$ cat src/rtl/uart_tx_ctrl.sv
// UART transmit sequencer: pops bytes from the TX FIFO, frames them per the latched LCR fields
// and shifts them out one bit per OSR baud ticks; also derives the THRE/TEMT status bits.
module uart_tx_ctrl #(
  parameter int OSR = 16
) (
  input  logic       clk,
  input  logic       rst,
  input  logic       baud_pulse,
  input  logic [1:0] lcr_wls,
  input  logic       lcr_stb,
  input  logic       lcr_pen,
  input  logic       lcr_eps,
  input  logic       lcr_stick,
  input  logic       lcr_break,
  input  logic       tx_fifo_empty,
  input  logic [7:0] tx_fifo_dout,
  output logic       tx_pop,
  output logic       tx,
  output logic       thre,
  output logic       temt,
  output logic       busy
);

  localparam int TW = $clog2(2 * OSR);

  typedef enum logic [2:0] {IDLE, LOAD, START, DATA, PARITY, STOP} state_t;

  state_t        state_q, state_d;
  logic [TW-1:0] tick_q, tick_d;
  logic [2:0]    bit_q, bit_d;
  logic [7:0]    shift_q, shift_d;
  logic [1:0]    wls_q;
  logic          stb_q, pen_q, par_q;
  logic          tx_q;
  logic          line_d;
  logic [TW-1:0] last_tick;
  logic [7:0]    word_mask;
  logic          load_par;

  // Parity is computed once at LOAD from the masked byte, so later LCR writes cannot disturb it.
  always_comb begin
    word_mask = 8'hFF >> (2'd3 - lcr_wls);
    if (lcr_stick)
      load_par = ~lcr_eps;
    else if (lcr_eps)
      load_par = ^(tx_fifo_dout & word_mask);
    else
      load_par = ~^(tx_fifo_dout & word_mask);
  end

  always_comb begin
    last_tick = TW'(OSR - 1);
    if (state_q == STOP && stb_q)
      last_tick = (wls_q == 2'd0) ? TW'(3 * OSR / 2 - 1) : TW'(2 * OSR - 1);
  end

  always_comb begin
    state_d = state_q;
    tick_d  = tick_q;
    bit_d   = bit_q;
    shift_d = shift_q;
    case (state_q)
      IDLE: if (!tx_fifo_empty) state_d = LOAD;
      LOAD: begin
        shift_d = tx_fifo_dout;
        tick_d  = '0;
        bit_d   = '0;
        state_d = START;
      end
      default: begin
        if (baud_pulse) begin
          if (tick_q == last_tick) begin
            tick_d = '0;
            case (state_q)
              START: state_d = DATA;
              DATA: begin
                if (bit_q == ({1'b0, wls_q} + 3'd4)) begin
                  state_d = pen_q ? PARITY : STOP;
                end else begin
                  bit_d   = bit_q + 3'd1;
                  shift_d = shift_q >> 1;
                end
              end
              PARITY:  state_d = STOP;
              default: state_d = IDLE;
            endcase
          end else begin
            tick_d = tick_q + TW'(1);
          end
        end
      end
    endcase

    // Line level for the state being entered, registered below so tx never glitches.
    case (state_d)
      START:   line_d = 1'b0;
      DATA:    line_d = shift_d[0];
      PARITY:  line_d = par_q;
      default: line_d = 1'b1;
    endcase
  end

  always_ff @(posedge clk or negedge rst) begin
    if (!rst) begin
      state_q <= IDLE;
      tick_q  <= '0;
      bit_q   <= '0;
      shift_q <= '0;
      wls_q   <= '0;
      stb_q   <= 1'b0;
      pen_q   <= 1'b0;
      par_q   <= 1'b0;
      tx_q    <= 1'b1;
    end else begin
      state_q <= state_d;
      tick_q  <= tick_d;
      bit_q   <= bit_d;
      shift_q <= shift_d;
      tx_q    <= lcr_break ? 1'b0 : line_d;
      if (state_q == LOAD) begin
        wls_q <= lcr_wls;
        stb_q <= lcr_stb;
        pen_q <= lcr_pen;
        par_q <= load_par;
      end
    end
  end

  assign tx     = tx_q;
  assign tx_pop = (state_q == IDLE) && !tx_fifo_empty;
  assign busy   = (state_q != IDLE);
  assign thre   = tx_fifo_empty;
  assign temt   = tx_fifo_empty && (state_q == IDLE);

endmodule

$ cat config.mk
export PLATFORM = sky130hd
export DESIGN_NAME = uart_tx_ctrl
export DESIGN_NICKNAME = d
export VERILOG_FILES = /design/src/rtl/uart_tx_ctrl.sv
export SDC_FILE = /design/constraint.sdc
export NUM_CORES = 1
export LEC_CHECK = 0
export CELL_PAD_IN_SITES_DETAIL_PLACEMENT = 0
export CELL_PAD_IN_SITES_GLOBAL_PLACEMENT = 1
export CORE_MARGIN = 10
export CORE_UTILIZATION = 43
export DETAILED_ROUTE_END_ITERATION = 6
export DONT_BUFFER_PORTS = 1
export PLACE_DENSITY_LB_ADDON = 0.1
export SLEW_MARGIN = 20
export SYNTH_ARGS = -nofsm -noshare
export SYNTH_HDL_FRONTEND = slang
export SYNTH_SLANG_ARGS = --single-unit
$ cat constraint.sdc
create_clock -name clk -period 2.1 [get_ports clk]
set_input_delay 0.525 -clock clk [delete_from_list [all_inputs] [get_ports clk]]
set_output_delay 0.525 -clock clk [all_outputs]
set_load 0.02 [all_outputs]
# Word-level counts from Yosys, hierarchy flattened
# Cells that the tools add are included.
[totals]
output_inout_bits = 5
reg_bits = 25
word_cells = 69
[op_classes]
n_eq_ne = 11
n_mux = 26
bitwise_logic = 3
n_addsub = 4
reduce_logical = 14
shifts = 1
[ops]
columns = ["op", "count"]
rows = [
  ["$mux W8", 4],
  ["$mux W3", 8],
  ["$pmux W8 S2", 1],
  ["$mux W5", 3],
  ["$eq A3 B2 Y1 const B", 4],
  ["$pmux W3 S2", 2],
  ["$pmux W5 S2", 1],
  ["$eq A3 B3 Y1 const B", 3],
  ["$pmux W3 S3", 1],
  ["$and A8 B8 Y8", 1],
  ["$reduce_xnor A8 Y1", 1],
  ["$reduce_xor A8 Y1", 1],
  ["$shr A8 B2 Y8 const A", 1],
  ["$reduce_bool A2 Y1", 3],
  ["$add A5 B1 Y5 const B", 1],
  ["$eq A5 B5 Y1", 1],
  ["$reduce_and A5 Y1", 1],
  ["$mux W1", 4],
  ["$mux W4", 1],
  ["$add A2 B3 Y3 const B", 1],
  ["$add A3 B1 Y3 const B", 1],
  ["$eq A3 B1 Y1 const B", 1],
  ["$eq A3 B3 Y1", 1],
  ["$logic_and A1 B1 Y1", 3],
  ["9 further kinds", 10],
]

# Longest topological paths before layout
# Gate-level depths: netlist (run 1).
[depth]
word_depth = 10
mapped_depth = 7
depth_no_buf = 7

# Worst setup path after synthesis (run 1)
# Ideal clock, no wire load.
[synth_path]
kind = "register to register"
start = "reg state_q[1]"
end = "reg tx_q, in the netlist tx"
stages_incl_launch_ff = 7
path_buffers = 0
path_slack_ns = -0.016
setup_time_ns = 0.078
arrival_ns = 2.038
required_ns = 2.022
period_less_slack_ns = 2.116
path_cell_list = "dfrtp_1 > nand4b_4 > or4_4 > a21oi_4 > mux2_1 > a21o_1 > a31o_1"
[synth_between]
elab_chain_cells = 10
[synth_rtl]
columns = ["element", "line", "text"]
rows = [
  ["start: declaration", "28", "state_t state_q, state_d;"],
  ["start signal: assignment", "115", "state_q <= state_d;"],
  ["$eq A3 B3 Y1", "53", "if (state_q == STOP && stb_q)"],
  ["$logic_and A1 B1 Y1", "53", ""],
  ["$mux W5", "53", ""],
  ["$eq A5 B5 Y1", "72", "if (tick_q == last_tick) begin"],
  ["$mux W3", "72", ""],
  ["$mux W3", "71", "if (baud_pulse) begin"],
  ["$pmux W3 S2 (*)", "62", "case (state_q)"],
  ["via state_d[0]", "28", ""],
  ["$eq A3 B3 Y1 or $eq A3 B2 Y1 (tied branches)", "95", "case (state_d)"],
  ["$pmux W1 S3 (*)", "95", ""],
  ["$mux W1 (*)", "119", "tx_q <= lcr_break ? 1'b0 : line_d;"],
  ["end signal: assignment", "119", ""],
  ["end: declaration", "34", "logic tx_q;"],
]
# Mark *: on every way through the listed nets, which the timed path passes. The rest lies on a longest branch. The select of a mux whose other input is x is not followed.
# A chain may end at the register's enable or synchronous reset.

# Worst setup path in the final report (run 1)
[layout_path]
start = "reg state_q[0]"
end = "reg tx_q, in the netlist tx"
# Same word-level chain as after synthesis.

==> results of run 1 <==
==> critical path, delay by kind of cell (launching register included) <==
family | cells | cell delay (ps)
muxes | 1 | 320
DFF | 1 | 410
and+or+nand+nor | 2 | 630
AOI/OAI and AO/OA | 3 | 570
buffers and inverters | 1 | 120
==> cells by family after synthesis <==
group,after synthesis,share of synthesized area
flops,25,0.420
compound gates,37,0.180
buf+inv,13,0.0352
fa+ha+maj,2,0.0168
mux,9,0.0679
xor+xnor,11,0.0738
simple gates,57,0.206
==> cells in the mapped netlist, drive strengths merged, types with 3 or more instances <==
| library cell | instances |
|---|---|
| dfrtp | 24 |
| nor2 | 17 |
| nand2 | 13 |
| o21ai | 12 |
| inv | 8 |
| a221o | 6 |
| mux2 | 6 |
| xnor2 | 6 |
| nand3 | 5 |
| nor2b | 5 |
| a21oi | 4 |
| clkbuf | 4 |
| nand2b | 4 |
| xor2 | 4 |
| a31oi | 3 |
| mux2i | 3 |
==> registers in the layout, summed over array words and instances, names as in the netlist <==
signal	flops
pen_q	1
stb_q	1
par_q	1
state_q	3
tick_q	5
shift_q	8
bit_q	3
tx	1
wls_q	2
==> worst max-delay path by stage <==
stage | from | end | slack, ps
6_report | state_q[0] | tx | -2
2_1_floorplan | state_q[1] | tx | 7
4_1_cts | state_q[2] | tx_pop | -10
5_1_grt | state_q[2] | tx | -50
3_3_place_gp | state_q[1] | tx | 60
3_5_place_dp | state_q[1] | shift_q[3] | 10
==> where the power goes <==
part	internal (W)	switching [W]	leakage, nW
Clock	0.0000746	0.000151	0.0150
Combinational	0.000446	0.000411	0.495
Sequential	0.000676	0.000172	0.309
==> cell type report <==
class                   instances  area share
multi-input cells             116       0.469
flip-flops and latches         25       0.345
repair buffers                 25       0.123
well taps                      46      0.0317
inverters                       8      0.0165
clock buffers                   4      0.0145
==> timing repair <==
action	4_1_cts	5_1_grt
endpoints found under the hold margin	24	1
setup buffers	3	5
cloned	0	0
hold buffers	2	1
pin swaps	3	8
resized for setup	4	10
endpoints found under the setup margin	4	12
==> through the flow <==
| stage | TNS (ps) | power (W) | utilization | worst slack (ps) | instances |
|---|---|---|---|---|---|
| finish | -2.16 | 0.00193 | 0.545 | -2.16 | 224 |
| global route | -172 | 0.00208 | 0.545 | -52.2 | 224 |
| CTS | -15.4 | 0.00186 | 0.517 | -11.4 | 218 |
| detailed placement | 0 | 0.00160 | 0.489 | 11.8 | 209 |
| global placement | 0 | 0.00157 | 0.489 | 62.5 | 209 |
| floorplan | 0 | 0.00137 | - | 7.25 | 154 |
==> layer usage <==
layer,up-vias,track usage,wire (um)
li1,593,-,-
met1,577,0.142,1570
met2,34,0.198,1800
met3,5,0.0507,284
met4,0,0.0466,50
met5,-,0,0
==> flow_metrics.tcl, run 1 <==
set metrics [dict create \
    grt_pass1_wl_um 6130 \
    fp.dieW_um 78.9 \
    r2r_cells 7 \
    drtIter0Drc 84 \
    layout_commonest_cell "dfrtp_1" \
    yosysTopAreaCell "dfrtp_1" \
    ys_seq_elements 25 \
    p_leak_nw 0.819 \
    layout_setup_ws_ps -2.16 \
    grt_pass1_vias 1225 \
    max_freq_mhz 476 \
    synth-edff-count 0 \
    cp_cell_sequence "buf_6 -> nand4b_4 -> or4_4 -> a21oi_4 -> mux2_4 -> a21o_1 -> a31o_1" \
    nFillCells 312 \
    final_cell_area_sq_um 1820 \
    yosys_warnings 0 \
    place_area_sq_um 1630 \
    ir_drop_v 0.000606 \
    cts_tree "built" \
    rrSetupSlack_ps -2 \
    drc_errors 0 \
    multi_input_area_sq_um 853 \
    post-route-period-util 1.00 \
    drive_gt1_frac 0.242 \
    critPathLaunchType "flop" \
    register_area_sq_um 627 \
    min_period_ps 2100 \
    crit_type "flop to flop" \
    hold_path_depth 2 \
    final-max-slew-violation-count 0 \
    die_h_um 78.9 \
    routed_via_density 5.40 \
    synth_top_area_frac 0.403 \
    hold_start "tx_fifo_dout[7]" \
    place_hpwl_um 2730 \
    tightest_slew_ps 567 \
    violations "negative setup slack" \
    layout.nets 200 \
    syn_inst 154 \
    grt_use_total 0.123 \
    cp-end-kind "flop" \
    clock_latency_ps 330 \
    synth.cell_area_sq_um 1490 \
    hold_viol 0 \
    finalClockSkew_ps 5.58 \
    crit_fanout 4 \
    synth_cell_types 43 \
    core_sq_um 3340 \
    start_util 0.447 \
    avgSynthCellArea_sq_um 9.68 \
    syn2layout_area_growth_pct 21.9 \
    hold_path_class "primary input to flop" \
    rr_startpoint "state_q[0]" \
    wl_um 3710 \
    io_buffers 0 \
    final_cell_mix "dfrtp_1 (24), buf_4 (17), nor2_1 (15), nand2_1 (13), o21ai_0 (12)" \
    grt_max_degree 25 \
    ant_nets 0 \
    slowest_stage "or4_4" \
    rsz0062_at_grt "true" \
    row_count 21 \
    cts_max_path_buffers 2 \
    worstPathRequired_ps 2370 \
    htreeDepth 1 \
    slew_headroom 0.621 \
    die_area_sq_um 6220 \
    min_to "shift_q[7]" \
    synth.area.top_cells "dfrtp_1 (40%), nor2_1 (4.3%), a221o_1 (4.0%)" \
    dr.pass1.iters 4 \
    rr_endpoint "tx" \
    num_io_pins 24 \
    antenna_found_initial 0 \
    p_per_area_nw_per_um2 1060 \
    synth_flop_cell "dfrtp_1" \
    cpPeakStageDelay_ps 530 \
    synthesis.nets 175 \
    synth_async_sr_flop_share 1.00 \
    cts_buffers 3 \
    cts.clk_slew.worst_paths_ps 140 \
    cap_violations 0 \
    yosysSeqAreaShare 0.420 \
    arrival_ps 2380 \
    gp_congestion 0.811 \
    clk_root_buffer_cell "clkbuf_4" \
    vias 1209 \
    clock_sinks 25 \
    antenna_cells 0 \
    wl_per_cell_um 16.5 \
    setup_viol 1 \
    timing.hold.ws_ps 304 \
    run_status "finished with violations" \
    gr-total-overflow 0 \
]
Note: power is estimated with default switching activity, not from simulation.
==> run 2, diff against run 1 <==
Settings changed: CAP_MARGIN set to 5.
==> results of run 2 <==
Final layout, timing and power as in run 1 (identical DEF).
